**src/rtl/skinny_sbox_drv_pkg.sv**
```systemverilog
// Shared types and constants for the masked Skinny S-box driver.
// The LFSR constants are only used when SKINNY_DRIVER_LFSR_EN is defined.
package skinny_sbox_drv_pkg;

    localparam int LATENCY_DEF = 11;
    localparam int FRESH_W_DEF = 13;
    localparam int TIMEOUT_DEF = 16;

    typedef enum logic [1:0] {
        IDLE = 2'd0,
        LOAD = 2'd1,
        RUN  = 2'd2,
        DONE = 2'd3
    } drv_state_e;

    // Maximal-length 13-bit Fibonacci polynomial x^13 + x^4 + x^3 + x + 1
    localparam logic [12:0] LFSR_SEED = 13'h1ACE;
    localparam logic [12:0] LFSR_TAPS = 13'b1_0000_0000_1101;

endpackage

```
**src/rtl/skinny_fresh_lfsr.sv**
```systemverilog
// Enable-stepped Fibonacci LFSR supplying fresh randomness to the masked S-box.
// Instantiated by the driver only when SKINNY_DRIVER_LFSR_EN is defined.
module skinny_fresh_lfsr
    import skinny_sbox_drv_pkg::*;
#(
    parameter int             W    = FRESH_W_DEF,
    parameter logic [W-1:0]   SEED = W'(LFSR_SEED),
    parameter logic [W-1:0]   TAPS = W'(LFSR_TAPS)
) (
    input  logic         clk_i,
    input  logic         rst_i,
    input  logic         step_i,
    output logic [W-1:0] state_o
);

    logic [W-1:0] state_q;
    logic [W-1:0] state_d;

    always_comb begin
        state_d = state_q;
        if (step_i) begin
            state_d = {state_q[W-2:0], ^(state_q & TAPS)};
        end
    end

    always_ff @(posedge clk_i) begin
        if (rst_i) begin
            state_q <= SEED;
        end else begin
            state_q <= state_d;
        end
    end

    assign state_o = state_q;

endmodule

```
**src/rtl/skinny_sbox_masked_driver.sv**
```systemverilog
// Initiator for the clock-gated 2-share Skinny S-box Synch handshake.
// Define SKINNY_DRIVER_LFSR_EN to source sb_fresh from an internal LFSR instead of rnd_in.
module skinny_sbox_masked_driver
    import skinny_sbox_drv_pkg::*;
#(
    parameter int LATENCY = LATENCY_DEF,
    parameter int FRESH_W = FRESH_W_DEF,
    parameter int TIMEOUT = TIMEOUT_DEF
) (
    input  logic               clk,
    input  logic               rst,
    input  logic               in_valid,
    output logic               in_ready,
    input  logic [3:0]         in_s0,
    input  logic [3:0]         in_s1,
    input  logic [FRESH_W-1:0] rnd_in,
    output logic               out_valid,
    input  logic               out_ready,
    output logic [3:0]         out_s0,
    output logic [3:0]         out_s1,
    output logic               err,
    output logic               sb_rst,
    output logic [3:0]         sb_si_s0,
    output logic [3:0]         sb_si_s1,
    output logic [FRESH_W-1:0] sb_fresh,
    input  logic [3:0]         sb_so_s0,
    input  logic [3:0]         sb_so_s1,
    input  logic               sb_synch
);

    localparam int               CNT_MAX = (TIMEOUT > LATENCY) ? TIMEOUT : LATENCY;
    localparam int               CNT_W   = $clog2(CNT_MAX + 1);
    localparam logic [CNT_W-1:0] CNT_TO  = CNT_W'(TIMEOUT);

    drv_state_e         state_q, state_d;
    logic [CNT_W-1:0]   cnt_q, cnt_d, cnt_inc;
    logic               synch_q, synch_d;
    logic [3:0]         si0_q, si0_d;
    logic [3:0]         si1_q, si1_d;
    logic [FRESH_W-1:0] fresh_q, fresh_d;
    logic [3:0]         out0_q, out0_d;
    logic [3:0]         out1_q, out1_d;
    logic               err_q, err_d;
    logic               rdy_q;
    logic               accept;
    logic [FRESH_W-1:0] fresh_src;

    assign accept = in_valid && in_ready;

`ifdef SKINNY_DRIVER_LFSR_EN
    logic [FRESH_W-1:0] lfsr_state;
    logic               unused_rnd;

    skinny_fresh_lfsr #(
        .W    (FRESH_W),
        .SEED (FRESH_W'(LFSR_SEED)),
        .TAPS (FRESH_W'(LFSR_TAPS))
    ) u_lfsr (
        .clk_i   (clk),
        .rst_i   (rst),
        .step_i  (accept),
        .state_o (lfsr_state)
    );

    assign fresh_src  = lfsr_state;
    assign unused_rnd = ^rnd_in;
`else
    assign fresh_src = rnd_in;
`endif

    assign cnt_inc = (cnt_q == CNT_TO) ? cnt_q : cnt_q + 1'b1;

    always_comb begin
        state_d = state_q;
        cnt_d   = cnt_q;
        synch_d = synch_q;
        si0_d   = si0_q;
        si1_d   = si1_q;
        fresh_d = fresh_q;
        out0_d  = out0_q;
        out1_d  = out1_q;
        err_d   = err_q;

        case (state_q)
            IDLE: begin
                if (accept) begin
                    si0_d   = in_s0;
                    si1_d   = in_s1;
                    fresh_d = fresh_src;
                    state_d = LOAD;
                end
            end
            LOAD: begin
                cnt_d   = '0;
                synch_d = 1'b0;
                state_d = RUN;
            end
            RUN: begin
                cnt_d = cnt_inc;
                // S-box output regs move on the gated edge coinciding with Synch,
                // so the shares are only valid one cycle after Synch is seen.
                if (synch_q) begin
                    out0_d  = sb_so_s0;
                    out1_d  = sb_so_s1;
                    state_d = DONE;
                end else if (cnt_inc == CNT_TO) begin
                    err_d   = 1'b1;
                    out0_d  = 4'h0;
                    out1_d  = 4'h0;
                    state_d = DONE;
                end else if (sb_synch) begin
                    synch_d = 1'b1;
                end
            end
            DONE: begin
                if (out_ready) begin
                    state_d = IDLE;
                end
            end
            default: begin
                state_d = IDLE;
            end
        endcase
    end

    always_ff @(posedge clk) begin
        if (rst) begin
            state_q <= IDLE;
            cnt_q   <= '0;
            synch_q <= 1'b0;
            si0_q   <= 4'h0;
            si1_q   <= 4'h0;
            fresh_q <= '0;
            out0_q  <= 4'h0;
            out1_q  <= 4'h0;
            err_q   <= 1'b0;
            rdy_q   <= 1'b0;
        end else begin
            state_q <= state_d;
            cnt_q   <= cnt_d;
            synch_q <= synch_d;
            si0_q   <= si0_d;
            si1_q   <= si1_d;
            fresh_q <= fresh_d;
            out0_q  <= out0_d;
            out1_q  <= out1_d;
            err_q   <= err_d;
            rdy_q   <= 1'b1;
        end
    end

    assign in_ready  = (state_q == IDLE) && rdy_q;
    assign out_valid = (state_q == DONE);
    assign sb_rst    = (state_q != RUN);
    assign out_s0    = out0_q;
    assign out_s1    = out1_q;
    assign err       = err_q;
    assign sb_si_s0  = si0_q;
    assign sb_si_s1  = si1_q;
    assign sb_fresh  = fresh_q;

endmodule

```
**config.mk**
```make
export PLATFORM = sky130hd
export DESIGN_NAME = skinny_sbox_masked_driver
export DESIGN_NICKNAME = d
export VERILOG_FILES = /design/src/rtl/skinny_sbox_drv_pkg.sv /design/src/rtl/skinny_fresh_lfsr.sv /design/src/rtl/skinny_sbox_masked_driver.sv
export SDC_FILE = /design/constraint.sdc
export NUM_CORES = 1
export LEC_CHECK = 0
export CORE_MARGIN = 8
export CORE_UTILIZATION = 42
export DETAILED_ROUTE_END_ITERATION = 8
export PLACE_DENSITY = 0.84
export SYNTH_ARGS = -nofsm -noshare
export SYNTH_HDL_FRONTEND = slang
export SYNTH_SLANG_ARGS = --single-unit
```
**constraint.sdc**
```tcl
create_clock -name clk -period 2.4 [get_ports clk]
set_input_delay 0.72 -clock clk [delete_from_list [all_inputs] [get_ports clk]]
set_output_delay 0.72 -clock clk [all_outputs]
set_load 0.05 [all_outputs]
```
==> results by group <==
Status
  • Status: complete, no violations

Clock network
  • Clock sinks: 39
  • Postcts setup bufs: 0
  • Clk_lat worst skew: 0.29 ns
  • Clock buffer count from CTS: 5
  • Root buffer cell: clkbuf_8
  • Worst-path clk slew: 0.07 ns
  • Hold-fix buffers at CTS: 0
  • CTS tree: yes
  • CTS resizes: 0
  • Max H-tree Level: 2
  • Clock Tree Buf Depth: 2

Detailed routing
  • DRT iter0 DRCs: 94
  • Drt total wl: 4260 um
  • Drt via density: 4.91
  • Antenna Nets Post-Route: 0
  • DR DRC count: 0
  • Vias: 1,580
  • DR WL/cell: 13.2 um
  • DR pass1 iterations: 4

Flow run
  • Maxcap violations: 0

Yosys
  • Avg Cell Area, Syn: 7.89 um^2
  • Post-synth top area share: 0.480
  • Post-synth design cell area: 1630 um^2
  • Sequential share of the synthesized area: 0.480
  • Post-synth EDFFs: 0
  • Synth async-reset ratio: 0
  • Post-synthesis register bit count: 39
  • Cell accounting for the most synthesized area: dfxtp_1
  • Top post-synthesis cells by area: dfxtp_1, nand2_1, a21oi_1
  • Syn Nets: 245
  • Cell count after synthesis: 206
  • Top FF cell, synth: dfxtp_1
  • Synth unique cells: 29
  • Yosys warning count: 0

Timing
  • Final period utilization: 0.904
  • Final hold vios: 0
  • Achievable Freq: 0.461 GHz
  • Period minus WS final: 2.17 ns
  • Final setup margin: 0.230 ns
  • Final setup fails: 0
  • Rel. slew slack: 0.647
  • Unrepaired setup endpoints after global routing: no
  • Max-slew violation count: 0
  • Post-Route Skew: 0.00425 ns
  • Final setup TNS: 0 ns
  • Worst slew pin tran: 0.529 ns

Global routing
  • First-pass GRT wire length: 6890 um
  • Largest net degree at the start of global routing: 22
  • Vias in the first global route: 1,529
  • GR Util All Layers: 0.137
  • Total gr overflow: 0
  • Initial antenna violation count: 0

Critical path
  • Crit path DAT: 1.45 ns
  • Setup crit start kind: register
  • CP bufs+invs: 1
  • Maximum fanout along the worst path: 2
  • CP Launch Point: sb_si_s1[1]
  • Crit Reg-Reg Startpoint: cnt_q[0]
  • Top delay family on crit path: buffers and inverters
  • Setup CP Type: register to primary output
  • Slowest CP cell: clkdlybuf4s50_1
  • Max incr delay on CP: 0.81 ns
  • Cell-by-cell trace of the critical path: clkdlybuf4s50_1
  • CP Capture Type: primary output
  • Req. time, crit path: 1.68 ns

Die
  • Cell Rows: 22
  • Die ar.: 6120 um^2
  • Chip height: 78.2 um
  • Core area: 3690 um^2
  • Initial Util: 0.441
  • Die Span X: 78.2 um
  • Top Ports: 67

Pwr
  • Pleak: 0.881 nW
  • Power, Total: 0.00198 W
  • PD cells: 812 nW/um^2
  • Maximum vdd drop: 432 uV

Placed design
  • Post-detail-place hpwl: 3250 um
  • Pre-CTS setup slack: 0.390 ns
  • Routability Congestion: 0.787
  • PortBufs: 66

Min path
  • Hold Crit Class: register to register
  • HP Start: sb_fresh[9]

Final layout
  • Most frequent cells in the layout: clkdlybuf4s50_1, nand2_1, dfxtp_1, a21oi_1, nand3_1
  • # nets final: 312
  • Layout cell share with drive strength beyond 1: 0.0730
  • Most common cell after layout, fill and taps aside: clkdlybuf4s50_1
  • N_diodes: 0
  • Area Growth Syn to Fin: 50.2%
[Yosys cell counts, types with 2 or more instances]
| cell | instances |
|---|---|
| mux2i_1 | 2 |
| dfxtp_1 | 39 |
| nor2_1 | 7 |
| a21oi_1 | 34 |
| and4bb_2 | 2 |
| a31oi_1 | 2 |
| inv_1 | 7 |
| o21ai_0 | 3 |
| ha_1 | 5 |
| nand3_1 | 12 |
| nand2b_1 | 3 |
| clkbuf_1 | 11 |
| nor3_1 | 2 |
| nand2_1 | 62 |
[final timing paths]
kind	slack, ns	to	cells past startpoint
max	0.23	sb_si_s1[1]	1
min	0.45	sb_fresh[9]	2
min reg2reg	0.45	sb_fresh[9]	2
max reg2reg	0.41	state_q[0]	6
[state kept, by name (all words and copies together) (netlist names)]
| register | cells |
|---|---|
| cnt_q | 5 |
| err | 1 |
| out_s0 | 4 |
| out_s1 | 4 |
| rdy_q | 1 |
| sb_fresh | 13 |
| sb_si_s0 | 4 |
| sb_si_s1 | 4 |
| state_q | 2 |
| synch_q | 1 |
[per-stage QoR]
stage / std cells / utilization / hold WS, ns / area (um^2)
floorplan: 206 / - / 0.468 / 1630
global placement: 314 / 0.639 / 0.441 / 2360
detailed placement: 314 / 0.639 / 0.446 / 2360
CTS: 322 / 0.662 / 0.456 / 2440
global route: 322 / 0.662 / 0.476 / 2440
finish: 322 / 0.662 / 0.454 / 2440
[cells by family (layout without fill, tap and decap cells)]
| logic type | Yosys count | after routing | synth area share |
|---|---|---|---|
| compound gates | 46 | 46 | 0.159 |
| xor+xnor | 2 | 2 | 0.0108 |
| fa+ha+maj | 5 | 5 | 0.0385 |
| buf+inv | 19 | 87 | 0.0485 |
| flops | 39 | 39 | 0.480 |
| mux | 2 | 2 | 0.0123 |
| simple gates | 93 | 93 | 0.251 |
[layer usage]
metal,vias up,track usage,part of all wire
li1,816,-,-
met1,717,0.141,0.40
met2,38,0.244,0.52
met3,9,0.0501,0.065
met4,0,0.0556,0.018
met5,-,0,0
[power by group]
| group | internal (W) | switching [W] |
|---|---|---|
| Clock | 0.000203 | 0.000217 |
| Sequential | 0.000715 | 0.0000584 |
| Combinational | 0.000304 | 0.000485 |
[layout make-up]
type                    instances  area (um^2)
flip-flops and latches         39          781
well taps                      48         60.1
clock buffers                   6         72.6
fillers                       320         1250
clock inverters                 2         12.5
inverters                       7         26.3
multi-input cells             148          766
repair buffers                 72          723
Power figures use the tool's default switching activity.
